==> src/rtl/serial_work_link.sv <==
`timescale 1ns/1ps
// UART work link: assembles 44-byte work packets from RxD into midstate/data2
// and serialises 32-bit nonces back on TxD, both 8N1 at CLK_HZ/BAUD cycles per bit.
module serial_work_link #(
  parameter int CLK_HZ     = 50000000,
  parameter int BAUD       = 115200,
  parameter int GAP_CYCLES = CLK_HZ / 10
) (
  input  logic         clk,
  input  logic         reset,
  input  logic         RxD,
  output logic         TxD,
  output logic [255:0] midstate,
  output logic [95:0]  data2,
  output logic         new_work,
  input  logic         send,
  input  logic [31:0]  word,
  output logic         busy
);

  localparam int DIV  = CLK_HZ / BAUD;
  localparam int HALF = DIV / 2;
  localparam int CW   = $clog2(DIV + 1);
  localparam int GW   = $clog2(GAP_CYCLES + 1);
  localparam logic [CW-1:0] DIV_LAST  = CW'(DIV - 1);
  localparam logic [CW-1:0] HALF_LAST = CW'(HALF - 1);
  localparam logic [GW-1:0] GAP_LAST  = GW'(GAP_CYCLES - 1);

  typedef enum logic [1:0] {RX_IDLE, RX_START, RX_DATA, RX_STOP} rxState_t;
  typedef enum logic {TX_IDLE, TX_ACTIVE} txState_t;

  rxState_t       r_rxState, w_rxNext;
  logic [1:0]     r_rxSync;
  logic           w_rx;
  logic [CW-1:0]  r_rxCnt;
  logic [2:0]     r_rxBit;
  logic [7:0]     r_rxByte;
  logic [351:0]   r_rxBuf;
  logic [351:0]   w_nextBuf;
  logic [5:0]     r_byteCnt;
  logic [GW-1:0]  r_gapCnt;
  logic [255:0]   r_midstate;
  logic [95:0]    r_data2;
  logic           r_newWork;
  logic           w_rxCntClr, w_rxShiftBit, w_rxStopSample, w_byteOk;

  txState_t       r_txState, w_txNext;
  logic [31:0]    r_txWord;
  logic [CW-1:0]  r_txCnt;
  logic [3:0]     r_txBit;
  logic [1:0]     r_txByteIdx;
  logic           r_txD;
  logic           w_txAccept, w_txBitEnd, w_txDone, w_txDataBit;

  assign w_rx      = r_rxSync[1];
  assign w_byteOk  = w_rxStopSample & w_rx;
  assign w_nextBuf = {r_rxByte, r_rxBuf[351:8]};

  assign TxD      = r_txD;
  assign busy     = (r_txState == TX_ACTIVE);
  assign midstate = r_midstate;
  assign data2    = r_data2;
  assign new_work = r_newWork;

  always_ff @(posedge clk) begin
    if (reset) r_rxSync <= 2'b11;
    else       r_rxSync <= {r_rxSync[0], RxD};
  end

  always_ff @(posedge clk) begin
    if (reset) r_rxState <= RX_IDLE;
    else       r_rxState <= w_rxNext;
  end

  always_comb begin
    w_rxNext       = r_rxState;
    w_rxCntClr     = 1'b0;
    w_rxShiftBit   = 1'b0;
    w_rxStopSample = 1'b0;
    case (r_rxState)
      RX_IDLE: begin
        if (!w_rx) begin
          w_rxNext   = RX_START;
          w_rxCntClr = 1'b1;
        end
      end
      RX_START: begin
        if (r_rxCnt == HALF_LAST) begin
          w_rxCntClr = 1'b1;
          w_rxNext   = w_rx ? RX_IDLE : RX_DATA;
        end
      end
      RX_DATA: begin
        if (r_rxCnt == DIV_LAST) begin
          w_rxCntClr   = 1'b1;
          w_rxShiftBit = 1'b1;
          if (r_rxBit == 3'd7) w_rxNext = RX_STOP;
        end
      end
      RX_STOP: begin
        if (r_rxCnt == DIV_LAST) begin
          w_rxStopSample = 1'b1;
          w_rxNext       = RX_IDLE;
        end
      end
      default: w_rxNext = RX_IDLE;
    endcase
  end

  // A byte with a bad stop bit never reaches the buffer, so the byte count stays aligned.
  always_ff @(posedge clk) begin
    if (reset) begin
      r_rxCnt    <= '0;
      r_rxBit    <= '0;
      r_rxByte   <= '0;
      r_rxBuf    <= '0;
      r_byteCnt  <= '0;
      r_gapCnt   <= '0;
      r_midstate <= '0;
      r_data2    <= '0;
      r_newWork  <= 1'b0;
    end else begin
      r_newWork <= 1'b0;
      if (w_rxCntClr || r_rxState == RX_IDLE) r_rxCnt <= '0;
      else                                     r_rxCnt <= r_rxCnt + CW'(1);
      if (r_rxState == RX_START) r_rxBit <= '0;
      else if (w_rxShiftBit)     r_rxBit <= r_rxBit + 3'd1;
      if (w_rxShiftBit) r_rxByte <= {w_rx, r_rxByte[7:1]};
      if (w_byteOk) begin
        r_rxBuf <= w_nextBuf;
        if (r_byteCnt == 6'd43) begin
          r_byteCnt  <= '0;
          r_midstate <= w_nextBuf[255:0];
          r_data2    <= w_nextBuf[351:256];
          r_newWork  <= 1'b1;
        end else begin
          r_byteCnt <= r_byteCnt + 6'd1;
        end
      end
      if (r_rxState == RX_IDLE && r_byteCnt != 6'd0) begin
        if (r_gapCnt == GAP_LAST) begin
          r_gapCnt  <= '0;
          r_byteCnt <= '0;
        end else begin
          r_gapCnt <= r_gapCnt + GW'(1);
        end
      end else begin
        r_gapCnt <= '0;
      end
    end
  end

  always_ff @(posedge clk) begin
    if (reset) r_txState <= TX_IDLE;
    else       r_txState <= w_txNext;
  end

  always_comb begin
    w_txNext   = r_txState;
    w_txAccept = 1'b0;
    w_txBitEnd = 1'b0;
    w_txDone   = 1'b0;
    case (r_txState)
      TX_IDLE: begin
        if (send) begin
          w_txAccept = 1'b1;
          w_txNext   = TX_ACTIVE;
        end
      end
      TX_ACTIVE: begin
        if (r_txCnt == DIV_LAST) begin
          w_txBitEnd = 1'b1;
          if (r_txBit == 4'd9 && r_txByteIdx == 2'd3) begin
            w_txDone = 1'b1;
            w_txNext = TX_IDLE;
          end
        end
      end
      default: w_txNext = TX_IDLE;
    endcase
  end

  // Frame bit index 0 is start, 1..8 data, 9 stop; the next data bit is word bit r_txBit.
  assign w_txDataBit = r_txWord[{r_txByteIdx, r_txBit[2:0]}];

  always_ff @(posedge clk) begin
    if (reset) begin
      r_txD       <= 1'b1;
      r_txWord    <= '0;
      r_txCnt     <= '0;
      r_txBit     <= '0;
      r_txByteIdx <= '0;
    end else if (w_txAccept) begin
      r_txWord    <= word;
      r_txD       <= 1'b0;
      r_txCnt     <= '0;
      r_txBit     <= '0;
      r_txByteIdx <= '0;
    end else if (r_txState == TX_ACTIVE) begin
      if (w_txBitEnd) begin
        r_txCnt <= '0;
        if (w_txDone) begin
          r_txD <= 1'b1;
        end else if (r_txBit == 4'd9) begin
          r_txBit     <= '0;
          r_txByteIdx <= r_txByteIdx + 2'd1;
          r_txD       <= 1'b0;
        end else begin
          r_txBit <= r_txBit + 4'd1;
          r_txD   <= (r_txBit == 4'd8) ? 1'b1 : w_txDataBit;
        end
      end else begin
        r_txCnt <= r_txCnt + CW'(1);
      end
    end
  end

endmodule

==> config.mk <==
export PLATFORM = sky130hd
export DESIGN_NAME = serial_work_link
export DESIGN_NICKNAME = d
export VERILOG_FILES = /design/src/rtl/serial_work_link.sv
export SDC_FILE = /design/constraint.sdc
export NUM_CORES = 1
export LEC_CHECK = 0
export ABC_AREA = 1
export BUFFER_PORTS_ARGS = -buffer_cell sky130_fd_sc_hd__buf_2
export CAP_MARGIN = 30
export CELL_PAD_IN_SITES_DETAIL_PLACEMENT = 1
export CELL_PAD_IN_SITES_GLOBAL_PLACEMENT = 1
export CORE_UTILIZATION = 38
export CTS_CLUSTER_DIAMETER = 60
export CTS_CLUSTER_SIZE = 20
export DETAILED_ROUTE_END_ITERATION = 10
export MAX_ROUTING_LAYER = met4
export PLACE_DENSITY = 0.73
export SETUP_SLACK_MARGIN = 0.02
export SLEW_MARGIN = 0
export SYNTH_ARGS = -nofsm -noshare
export SYNTH_HDL_FRONTEND = slang
export SYNTH_SLANG_ARGS = --single-unit
==> constraint.sdc <==
create_clock -name clk -period 2.1 [get_ports clk]
set_clock_uncertainty 0.1 [all_clocks]
set_input_delay 0.105 -clock clk [delete_from_list [all_inputs] [get_ports clk]]
set_output_delay 0.105 -clock clk [all_outputs]
set_load 0.005 [all_outputs]
Word-level counts from Yosys, hierarchy flattened
Index checks and enable logic that the tools add are counted.
{"block": "op_classes", "n_addsub": 7, "n_lt_le_gt_ge": 1, "eq_ne": 17, "n_mux": 38, "bitwise": 5, "n_reduce_logical": 17}
{"cell": "2-to-1 mux 6 bit", "count": 4}
{"cell": "adder 23 x 1 -> 23 bit, second input constant", "count": 1}
{"cell": "equality test 23 bit, second input constant", "count": 1}
{"cell": "2-to-1 mux 1 bit", "count": 22}
{"cell": "adder 9 x 1 -> 9 bit, second input constant", "count": 2}
{"cell": "equality test 9 bit, second input constant", "count": 2}
{"cell": "2-to-1 mux 2 bit", "count": 6}
{"cell": "inequality test 2 bit, second input constant", "count": 5}
{"cell": "equality test 9 x 8 -> 1 bit, second input constant", "count": 1}
{"cell": "2-to-1 mux 9 bit", "count": 1}
{"cell": "equality test 4 bit, second input constant", "count": 2}
{"cell": "one-hot mux 2 bit (4 select lines)", "count": 1}
{"cell": "OR reduction 2 bit", "count": 4}
{"cell": "adder 6 x 1 -> 6 bit, second input constant", "count": 1}
{"cell": "equality test 2 bit, second input constant", "count": 3}
{"cell": "equality test 6 bit, second input constant", "count": 1}
{"cell": "less-than comparator 5 x 6 -> 1 bit, second input constant", "count": 1}
{"cell": "nonzero test 6 bit", "count": 1}
{"cell": "binary-select mux 1 bit (select 5 bit)", "count": 1}
{"cell": "AND reduction 5 bit", "count": 1}
{"cell": "adder 4 x 1 -> 4 bit, second input constant", "count": 1}
{"cell": "2-to-1 mux 4 bit", "count": 1}
{"cell": "NOT 1 bit", "count": 4}
{"cell": "AND reduction 2 bit", "count": 2}
{"cell": "other kinds (14)", "count": 16}
{"block": "word_totals", "regBits": 807, "inputBits": 36, "out_inout_bits": 355, "elab_cells": 102}

Logic depth before layout (Yosys ltp)
Gate-level depths: netlist of run 1.
{"block": "depth", "word_depth": 9, "mapped_depth": 14, "depth_no_buf": 13}

Worst setup path before layout of run 1
Ideal clock, no wire load.
{"block": "synth_path", "path_kind": "reg-to-reg", "start": "reg r_rxCnt[0]", "end": "reg r_data2[44] (netlist: data2[44])", "setup_ns": 0.121, "t_arrival_ns": 1.767, "required_time_ns": 1.879, "path_slack_ns": 0.111, "path_stages_with_launch": 13, "path_cell_list": "dfxtp_1 ha_1 nand2_1 nor3_1 nand2_2 nor3_4 inv_2 nor2_8 inv_2 clkbuf_1 buf_2 nand3_1 o21ai_0"}
{"block": "synth_via", "elab_chain_len": 5}
{"item": "start: declaration", "line_no": "35", "text": "logic [CW-1:0] r_rxCnt;"}
{"item": "start signal: assignment", "line_no": "125", "text": "else r_rxCnt <= r_rxCnt + CW'(1);"}
{"item": "equality test 9 bit", "line_no": "101", "text": "if (r_rxCnt == DIV_LAST) begin"}
{"item": "2-to-1 mux 1 bit", "line_no": "101"}
{"item": "2-to-1 mux 1 bit", "line_no": "80", "text": "case (r_rxState)"}
{"item": "AND 1 bit", "line_no": "56", "text": "assign w_byteOk = w_rxStopSample & w_rx;"}
{"item": "AND reduction 2 bit (no line)"}
{"item": "end signal: assignment", "line_no": "134", "text": "r_data2 <= w_nextBuf[351:256];"}
{"item": "end: declaration", "line_no": "43", "text": "logic [95:0] r_data2;"}
No other way between the ends.
A chain may end at the register's enable or synchronous reset.

Final worst setup path of run 1
{"block": "layout_path", "start": "reg r_rxCnt[1]", "end": "reg r_midstate[48] (netlist: midstate[48])"}
{"block": "layout_via", "elab_chain_len": 5}
{"item": "equality test 9 bit", "line_no": "101"}
{"item": "2-to-1 mux 1 bit", "line_no": "101"}
{"item": "2-to-1 mux 1 bit", "line_no": "80"}
{"item": "AND 1 bit", "line_no": "56"}
{"item": "AND reduction 2 bit (no line)"}
{"item": "end signal: assignment", "line_no": "133", "text": "r_midstate <= w_nextBuf[255:0];"}
{"item": "end: declaration", "line_no": "42", "text": "logic [255:0] r_midstate;"}
No other way between the ends.

==> results.yml, run 1 <==
outcome:
  run_status: "finished with violations"
  violations: "negative setup slack"
setup_path:
  end_kind: "register"
  worst-path-max-fanout: 7
  worst_setup_path_start_kind: "register"
  critPathKind: "reg2reg"
  cp.required_ns: 2.57
  data_arrival_time_at_the_worst_slack_endpoint_ns: 2.64
timing:
  slew_headroom_pct: 63.90
  hold_viol_final: 0
  final_count_of_pins_violating_max_slew: 0
  report.final.setup_viol: 78
  timing.final.crit_share_pct: 103.7
  timing.fmax_ghz: 0.4590
  max_slew.worst_pin.slew_ns: 0.5396
  layout_min_cycle_time_ns: 2.178
  final_critical_path_setup_slack_ns: -0.07847
  setup_repair_after_global_routing_missed_its_margin: "yes"
synthesis:
  synth-main-ff-cell: "sky130_fd_sc_hd__dfxtp_1"
  synthArstFlopShare_pct: 0
  syn_area_sq_mm: 0.02789
  postSynthNetCount: 3361
  synth_cell_types: 37
  synth_sequential_area_ratio_pct: 57.35
  synth-edff-count: 0
  postSynthAreaPerCell_sq_um: 8.417
  synthCells: 3314
  synth.ff_latch_count: 799
  synthesis.yosys.warnings: 0
route:
  detail_route.drc_violations: 0
  drt-total-wl_um: 88990
  detail_route.first_pass.iterations: 8
  viasPerCell: 5.143
  routed_wire_length_per_instance_um: 18.74
  antenna_left: 0
  detail_route.iter0.violations: 1408
  vias: 24430
layout:
  mostFrequentLayoutCell: "sky130_fd_sc_hd__dfxtp_1"
  nets: 3807
  final_core_util_pct: 49.33
  area_growth_pct: 27.50
  mostFrequentLayoutCells: "794 x sky130_fd_sc_hd__dfxtp_1, 643 x sky130_fd_sc_hd__a21oi_1, 588 x sky130_fd_sc_hd__o21ai_0"
  num_antenna_cells: 0
  drive_above_1_share_pct: 18.82
cts:
  cts_tree: "built"
  clockRootBuffer: "sky130_fd_sc_hd__clkbuf_16"
  cts_sinks: 799
  cts_made_buffers: 57
  max-clock-path-buffers: 3
  clock_latency_of_the_later_clocked_register_in_the_worst_skew_pair_ns: 0.64
  cts_max_level: 2
  path_clk_slew_ns: 0.09
placement:
  dp_slack_ns: -0.04289
  port_buffers: 390
  detailed_place_hpwl_um: 53790
  routabilityCongestion: 0.8006
power_and_ir_drop:
  largest_voltage_drop_on_the_vdd_net_mv: 0.7236
  switching_share_pct: 22.74
  share_comb_of_total_power_pct: 2.6
  p_seq_share_pct: 54.4
  power.net_switching_mw: 6.368
  p_total_mw: 28.00
  leakagePower_nw: 14.27
  power.internal_mw: 21.64
  p_clk_share_pct: 43.0
  power.density_cell_area_mw_per_mm2: 787.4
floorplan:
  initial_utilization_pct: 38.69
  core.rowCount: 98
  ioPinCount: 391
  coreArea_sq_mm: 0.07210
  dieHeight_um: 272.9
  die_footprint_sq_mm: 0.07449
  dieWidth_um: 272.9
run:
  maxCapViolCount: 0
global_route:
  grt_overflow_total: 0
  grt_first_pass_wirelength_um: 133200
  grt_pass1_vias: 23950
  grt_use_total_pct: 22.61
  antenna_violations_before_repair: 0
  maximum_number_of_pins_on_one_net_before_global_route_repair: 100
min_path:
  min-delay-path-class: "in2reg"
[final cells by class]
cell class | count | area [sq um]
Timing Repair Buffer | 634 | 5439
Sequential cell | 799 | 16000
Inverter | 432 | 1637
Clock inverter | 31 | 449.2
Fill cell | 8515 | 36540
Clock buffer | 67 | 1535
Tap cell | 950 | 1189
Multi-Input combinational cell | 1836 | 9314
[final timing paths]
check,start,endpoint,slack [ns],depth (start not counted)
max reg2reg,r_rxCnt[1],midstate[48],-0.08,13
min,word[7],r_txWord[7],0.28,4
max,r_rxCnt[1],midstate[48],-0.08,13
min reg2reg,r_rxSync[0],r_rxSync[1],0.31,1
[per-layer routing]
layer	global-route usage [%]	vias up	share of wire, %
met5	-	-	0
met4	5.895	0	2.2
met3	3.523	111	4.3
met2	37.10	450	48
met1	28.92	11910	45
li1	-	11950	-
[synthesized netlist by cell type (2+ instances only)]
cell	count	area [sq um]
sky130_fd_sc_hd__nand3_1	141	705.7
sky130_fd_sc_hd__a31oi_1	3	18.77
sky130_fd_sc_hd__ha_1	11	137.6
sky130_fd_sc_hd__nand2_2	2	12.51
sky130_fd_sc_hd__o21ai_1	58	290.3
sky130_fd_sc_hd__buf_2	79	395.4
sky130_fd_sc_hd__nand4_1	13	81.33
sky130_fd_sc_hd__inv_1	428	1607
sky130_fd_sc_hd__nor2_2	2	12.51
sky130_fd_sc_hd__a21oi_1	646	3233
sky130_fd_sc_hd__and3_1	3	18.77
sky130_fd_sc_hd__nand2_1	111	416.7
sky130_fd_sc_hd__xnor2_1	5	43.79
sky130_fd_sc_hd__inv_2	3	11.26
sky130_fd_sc_hd__dfxtp_1	799	16000
sky130_fd_sc_hd__buf_1	14	52.55
sky130_fd_sc_hd__nor4_1	2	12.51
sky130_fd_sc_hd__xor2_1	9	78.83
sky130_fd_sc_hd__nor2_1	98	367.9
sky130_fd_sc_hd__o21ai_0	687	3438
sky130_fd_sc_hd__nor3_2	2	20.02
sky130_fd_sc_hd__o21a_1	2	15.01
sky130_fd_sc_hd__or2_2	6	37.54
sky130_fd_sc_hd__nor3_1	22	110.1
sky130_fd_sc_hd__nor3b_1	5	37.54
sky130_fd_sc_hd__clkbuf_1	132	495.5
sky130_fd_sc_hd__buf_4	21	157.7
[critical path, stage by stage, from the launching register on]
cell	delay, ns
sky130_fd_sc_hd__dfxtp_2	0.33
sky130_fd_sc_hd__inv_2	0.07
sky130_fd_sc_hd__ha_4	0.12
sky130_fd_sc_hd__nand2_2	0.05
sky130_fd_sc_hd__nor3_2	0.17
sky130_fd_sc_hd__nand2_2	0.13
sky130_fd_sc_hd__nor3_4	0.20
sky130_fd_sc_hd__inv_2	0.08
sky130_fd_sc_hd__nor2_8	0.13
sky130_fd_sc_hd__buf_12	0.20
sky130_fd_sc_hd__buf_12	0.16
sky130_fd_sc_hd__clkbuf_16	0.15
sky130_fd_sc_hd__o21ai_1	0.06
sky130_fd_sc_hd__a21oi_1	0.15
[cell families (layout without fill, tap and decap cells)]
logic type	Yosys count	count (layout)	synth area share [%]
buffers and inverters	679	1164	9.779
AOI/OAI and AO/OA	1400	1400	25.19
and+or+nand+nor	411	411	6.751
DFF	799	799	57.35
xor gates and xnor gates	14	14	0.4396
adders and majority gates	11	11	0.4934
[registers in the layout (all words and copies together) (netlist names), named ones only]
register     flops
busy             1
r_rxBit          3
r_txByteIdx      2
new_work         1
TxD              1
r_rxBuf        344
r_gapCnt        23
r_txCnt          9
r_txBit          4
r_byteCnt        6
r_rxSync         2
midstate       256
r_rxCnt          9
r_rxState        1
r_rxByte         8
r_txWord        32
data2           96
[through the flow]
stage               TNS, ns  hold WS, ns  cell area, sq um  instances
floorplan                 0      0.07407             27890       3314
global placement          0       0.1945             31380       4519
detailed placement   -2.221       0.1986             31380       4519
CTS                  -1.259       0.2220             34430       4699
global route         -56.22       0.3016             35560       4749
finish               -1.903       0.2825             35560       4749
[what timing repair did]
item	in CTS	in global routing
hold endpoints to repair	46	0
gates cloned	8	30
pin swaps	2	11
setup endpoints to repair	402	677
setup buffers	8	22
resized for setup	36	159
hold buffers	67	0
[power by group through the flow]
stage	logic, mW	registers (mW)	clock network [mW]
after global routing	0.797	15.3	12.9
final	0.724	15.2	12.0
after CTS	0.691	15.2	12.4
after global placement	0.567	15.6	0
after floorplan	0.343	15.6	0
after detailed placement	0.568	15.6	0
Power figures use the tool's default switching activity.
==> run 2: changes to the inputs <==
- CORE_UTILIZATION: 38 -> 40
- CTS_BUF_LIST: not set -> sky130_fd_sc_hd__clkbuf_4 sky130_fd_sc_hd__clkbuf_8
- clock period: 2.1 -> 2.2 ns (I/O delays scaled with it)
==> run 2 against run 1 <==
Effect of this change: the flow now finishes without violations; critical endpoint is now midstate[97]; first-iteration DRC count rose by 20%; sequential cell count did not move; clock power decreased by 27%; critical path type unchanged; via count shrank 1.2%; largest power group unchanged; worst hold slack worse by 0.031 ns; combinational power is 7.2% lower; worst setup slack improved by 0.11 ns; wire length fell by 1.5%; sequential power down 4%; global-route usage fell by 0.15 points.
==> results.yml, run 2 (synthesized netlist as in run 1, its figures left out) <==
floorplan:
  core.rowCount: 96
  dieWidth_um: 266.1
  die_footprint_sq_mm: 0.07079
  initial_utilization_pct: 40.53
  ioPinCount: 391
  coreArea_sq_mm: 0.06883
  dieHeight_um: 266.1
setup_path:
  regToRegSetupSlack_ns: 0.04
  cp.required_ns: 2.74
  critPathKind: "reg2reg"
  data_arrival_time_at_the_worst_slack_endpoint_ns: 2.71
  cpPeakStageDelay_ns: 0.35
  worst-path-max-fanout: 20
  worstPathCellList: "inv_2 -> ha_4 -> nand2_2 -> nor3_2 -> nand2_2 -> nor3_4 -> inv_2 -> nor2_8 -> buf_12 -> buf_12 -> clkbuf_16 -> clkbuf_16 -> o21ai_0 -> a21oi_1"
  worst_setup_path_start_kind: "register"
  end_kind: "register"
  critical_path.slowest_cell: "sky130_fd_sc_hd__dfxtp_2"
placement:
  routabilityCongestion: 0.8190
  numPlacedInstances: 4469
  port_buffers: 390
  detailed_place_hpwl_um: 52610
run:
  maxCapViolCount: 0
power_and_ir_drop:
  p_clk_share_pct: 36.4
  switching_share_pct: 24.00
  p_seq_share_pct: 60.8
  power.net_switching_mw: 5.749
  power.density_cell_area_mw_per_mm2: 694.1
  share_comb_of_total_power_pct: 2.8
  power.internal_mw: 18.20
  leakagePower_nw: 13.75
  largest_voltage_drop_on_the_vdd_net_mv: 0.5506
timing:
  layout_min_cycle_time_ns: 2.165
  setup_tns_ns: 0
  final_count_of_pins_violating_max_slew: 0
  timing.fmax_ghz: 0.4619
  hold_viol_final: 0
  slew_headroom_pct: 48.20
  timing.final.crit_share_pct: 98.40
  setup_repair_after_global_routing_missed_its_margin: "yes"
  max_slew.worst_pin.slew_ns: 0.7735
  report.final.setup_viol: 0
global_route:
  maximum_number_of_pins_on_one_net_before_global_route_repair: 102
  grt_pass1_vias: 23330
  grt_use_total_pct: 22.46
  antenna_violations_before_repair: 1
  grt_overflow_total: 0
  grt_first_pass_wirelength_um: 126500
layout:
  nets: 3767
  largest_reg_flops: 344
  number_of_standard_cells_in_the_layout_taps_in_and_fillers_out: 4696
  area_growth_pct: 23.71
  mostFrequentLayoutCell: "sky130_fd_sc_hd__dfxtp_1"
  regMostFlops: "r_rxBuf"
  mostFrequentLayoutCells: "793 x sky130_fd_sc_hd__dfxtp_1, 637 x sky130_fd_sc_hd__a21oi_1, 564 x sky130_fd_sc_hd__o21ai_0"
  drive_above_1_share_pct: 18.52
route:
  vias: 24140
  detail_route.drc_violations: 0
  viasPerCell: 5.140
  detail_route.iter0.violations: 1685
  detail_route.first_pass.iterations: 7
  routed_wire_length_per_instance_um: 18.66
  antenna_left: 0
  drt-total-wl_um: 87620
cts:
  clockRootBuffer: "sky130_fd_sc_hd__clkbuf_8"
  cts_sinks: 799
  clock_latency_of_the_later_clocked_register_in_the_worst_skew_pair_ns: 0.71
  cts_max_level: 2
  max-clock-path-buffers: 3
  cts_tree: "built"
  path_clk_slew_ns: 0.12
  cts_made_buffers: 57
outcome:
  run_status: "finished clean"
min_path:
  min-delay-path-class: "in2reg"
run 2: changes by cell type in the layout (fill, tap and decap cells not counted), moves of 5 or more:
| cell | previous run | this run |
|---|---|---|
| sky130_fd_sc_hd__buf_16 | 16 | 11 |
| sky130_fd_sc_hd__clkbuf_8 | 5 | 64 |
| sky130_fd_sc_hd__o21ai_2 | 12 | 23 |
| sky130_fd_sc_hd__o21ai_4 | 0 | 5 |
| sky130_fd_sc_hd__clkbuf_16 | 83 | 32 |
| sky130_fd_sc_hd__a21oi_1 | 643 | 637 |
| sky130_fd_sc_hd__o21ai_0 | 588 | 564 |
| sky130_fd_sc_hd__buf_4 | 68 | 39 |
| sky130_fd_sc_hd__o21ai_1 | 145 | 153 |
| sky130_fd_sc_hd__buf_12 | 48 | 39 |
| sky130_fd_sc_hd__a21oi_2 | 3 | 9 |
run 2: final timing paths:
check                                 start           end  depth (start not counted)
worst max register to register   r_rxCnt[1]  midstate[97]                         14
worst min-delay path                  reset      register                          3
worst min register to register  r_rxSync[0]   r_rxSync[1]                          1
worst max-delay path             r_rxCnt[1]  midstate[97]                         14
run 2: repair_timing:
action                                  4_1_cts  5_1_grt
cloned                                        0       40
buffers inserted                              4       11
pin swaps                                     1        1
endpoints found under the setup margin       28      565
endpoints found under the hold margin        81        0
hold buffers                                 68        0
gates resized for setup                       1      208
run 2: critical path: cells and delay by family (launching register included):
family	cells	cell delay [ns]
buf+inv	6	0.73
simple gates	5	0.57
flops	1	0.35
compound gates	2	0.23
fa+ha+maj	1	0.12
run 2: per-layer routing:
metal | vias up | share of wire [%] | GRT usage, %
met2 | 416 | 48 | 36.19
met3 | 103 | 4.2 | 3.937
met4 | 0 | 1.8 | 4.831
met5 | - | 0 | -
li1 | 11840 | - | -
met1 | 11780 | 46 | 29.46
run 2: stage by stage:
step / worst slack, ns / util [%] / hold WS, ns / power [mW] / cell area (sq um)
2_1_floorplan: 0.2115 / - / 0.07907 / 15.21 / 27890
3_5_place_dp: -0.008669 / 45.13 / 0.2124 / 15.40 / 31060
3_3_place_gp: 0.08265 / 45.13 / 0.2008 / 15.39 / 31060
6_report: 0.03525 / 50.14 / 0.2510 / 23.95 / 34510
5_1_grt: -0.09162 / 50.14 / 0.2337 / 24.86 / 34510
4_1_cts: 0.004943 / 48.09 / 0.1664 / 24.14 / 33100
run 2: power groups by stage:
stage,Combinational [mW],Sequential (mW),Clock [mW]
floorplan,0.327,14.9,0
global placement,0.507,14.9,0
detailed placement,0.508,14.9,0
CTS,0.628,14.6,8.95
global route,0.738,14.6,9.54
finish,0.672,14.6,8.71
run 2: cell type report:
type	instances	area (sq um)
fill	8144	34320
sequential	799	16000
multi-input combinational	1837	9413
timing repair buffer	593	4975
inverter	432	1634
tap	931	1165
clock buffer	67	903.4
clock inverter	36	411.6
antenna	1	2.502
==> run 3: changes to the inputs <==
- CELL_PAD_IN_SITES_DETAIL_PLACEMENT: 1 -> not set
- CELL_PAD_IN_SITES_GLOBAL_PLACEMENT: 1 -> not set
- PLACE_DENSITY: 0.73 -> 0.57
==> run 3 against run 2 <==
Effect of this change: worst hold slack improved by 0.027 ns; via count shrank 4.5%; clock power grew 1%; cell count down 0.28%; worst setup slack got worse by 0.025 ns; combinational power is 4.3% lower; sequential share of layout area grew 0.29 points; utilization shrank 0.31 points; critical endpoint is now midstate[100]; largest cell class unchanged; largest power group unchanged; highest routed layer unchanged.
==> results.yml, run 3 (synthesized netlist as in run 1, its figures left out) <==
floorplan:
  dieWidth_um: 266.1
  die_footprint_sq_mm: 0.07079
  initial_utilization_pct: 40.53
  ioPinCount: 391
  coreArea_sq_mm: 0.06883
  core.rowCount: 96
  dieHeight_um: 266.1
timing:
  report.final.setup_viol: 0
  final_count_of_pins_violating_max_slew: 0
  timing.final.crit_share_pct: 99.51
  slew_headroom_pct: 62.31
  setup_repair_after_global_routing_missed_its_margin: "yes"
  timing.fmax_ghz: 0.4568
  max_slew.worst_pin.slew_ns: 0.5633
  layout_min_cycle_time_ns: 2.189
  hold_viol_final: 0
outcome:
  run_status: "finished clean"
setup_path:
  path_delay_family: "simple AND/OR/NAND/NOR gates"
  end_kind: "register"
  cp.required_ns: 2.72
  data_arrival_time_at_the_worst_slack_endpoint_ns: 2.71
  cpPeakStageDelay_ns: 0.34
  worstPathCellList: "inv_2 -> ha_4 -> nand2_2 -> nor3_2 -> nand2_2 -> nor3_4 -> inv_2 -> nor2_8 -> buf_12 -> clkbuf_16 -> o21ai_0 -> a21oi_1"
  worst_setup_path_start_kind: "register"
  worst-path-max-fanout: 26
  critPathKind: "reg2reg"
  timing.critical_path.buf_inv: 4
  critical_path.slowest_cell: "sky130_fd_sc_hd__dfxtp_2"
global_route:
  grt_pass1_vias: 20420
  antenna_violations_before_repair: 1
  grt_overflow_total: 0
  grt_use_total_pct: 20.02
  grt_first_pass_wirelength_um: 113000
  maximum_number_of_pins_on_one_net_before_global_route_repair: 93
min_path:
  min-delay-path-class: "in2reg"
layout:
  drive_above_1_share_pct: 18.24
  nets: 3759
  regMostFlops: "r_rxBuf"
  area_growth_pct: 22.94
  final_area_sq_mm: 0.03429
  mostFrequentLayoutCell: "sky130_fd_sc_hd__dfxtp_1"
  final_core_util_pct: 49.82
  mostFrequentLayoutCells: "795 x sky130_fd_sc_hd__dfxtp_1, 640 x sky130_fd_sc_hd__a21oi_1, 605 x sky130_fd_sc_hd__o21ai_0"
  largest_reg_flops: 344
cts:
  cts_made_buffers: 56
  max-clock-path-buffers: 3
  cts_max_level: 2
  clock_latency_of_the_later_clocked_register_in_the_worst_skew_pair_ns: 0.69
  path_clk_slew_ns: 0.11
  cts_sinks: 799
  cts_tree: "built"
  clockRootBuffer: "sky130_fd_sc_hd__clkbuf_8"
route:
  drt-total-wl_um: 77070
  detail_route.drc_violations: 0
  detail_route.iter0.violations: 1616
  routed_wire_length_per_instance_um: 16.46
  antenna_left: 0
  vias: 23050
  detail_route.first_pass.iterations: 5
  viasPerCell: 4.921
placement:
  dpl_cell_area_sq_mm: 0.03108
  port_buffers: 390
  routabilityCongestion: 0.8222
  detailed_place_hpwl_um: 46670
power_and_ir_drop:
  power.density_cell_area_mw_per_mm2: 700.0
  leakagePower_nw: 13.66
  p_total_mw: 24.00
  largest_voltage_drop_on_the_vdd_net_mv: 0.5465
run:
  maxCapViolCount: 0
[run 3: cell types whose count changed in the layout (fill, tap and decap cells not counted), moves of 4 or more]
cell                        delta
sky130_fd_sc_hd__buf_12        -7
sky130_fd_sc_hd__buf_4         +6
sky130_fd_sc_hd__clkbuf_16     -8
sky130_fd_sc_hd__o21ai_0      +41
sky130_fd_sc_hd__o21ai_4       -4
sky130_fd_sc_hd__clkinv_2      -4
sky130_fd_sc_hd__o21ai_2       +8
sky130_fd_sc_hd__inv_6         -5
sky130_fd_sc_hd__o21ai_1      -45
[run 3: worst paths after layout]
kind          startpoint             to  slack, ns  depth (start not counted)
min reg2reg  r_rxBuf[10]    midstate[2]       0.35                          2
max reg2reg   r_rxCnt[1]  midstate[100]       0.01                         12
min                reset       register       0.28                          3
max           r_rxCnt[1]  midstate[100]       0.01                         12
[run 3: area by class of cell]
type	instances	area (sq um)
diodes	1	2.502
clock buffers	69	930.9
fillers	6683	34540
clock inverters	28	419.2
multi-input cells	1837	9389
well taps	931	1165
flip-flops and latches	799	16000
inverters	432	1637
repair buffers	586	4747
[run 3: report_power, final]
part | switching [mW] | internal [mW] | total (mW)
logic | 0.380 | 0.263 | 0.643
registers | 0.0287 | 14.5 | 14.6
clock network | 5.13 | 3.68 | 8.81
[run 3: through the flow]
step / setup slack, ns / hold slack [ns] / setup TNS (ns) / cells
6_report: 0.01068 / 0.2783 / 0 / 4683
5_1_grt: -0.08130 / 0.2447 / -1.841 / 4683
4_1_cts: 0.07176 / 0.1667 / 0 / 4638
3_5_place_dp: 0.09668 / 0.2001 / 0 / 4473
3_3_place_gp: 0.1015 / 0.2023 / 0 / 4473
2_1_floorplan: 0.2115 / 0.07907 / 0 / 3314
[run 3: worst register-to-register path, delay by kind of cell (launching register included)]
| family | cells | cell delay (ns) |
|---|---|---|
| adders and majority gates | 1 | 0.12 |
| AOI/OAI and AO/OA | 2 | 0.27 |
| and+or+nand+nor | 5 | 0.66 |
| DFF | 1 | 0.34 |
| buffers and inverters | 4 | 0.64 |
[run 3: layer usage]
metal / global-route usage (%) / up-vias / part of all wire, %
li1: - / 11850 / -
met1: 26.98 / 10700 / 47
met4: 4.536 / 0 / 1.7
met2: 29.86 / 418 / 45
met3: 5.351 / 81 / 6.0
met5: - / - / 0
[run 3: repair_timing]
item	in CTS	in global routing
endpoints found under the hold margin	91	0
gates resized for setup	0	163
hold buffers	68	0
endpoints found under the setup margin	0	502
buffers inserted	0	11
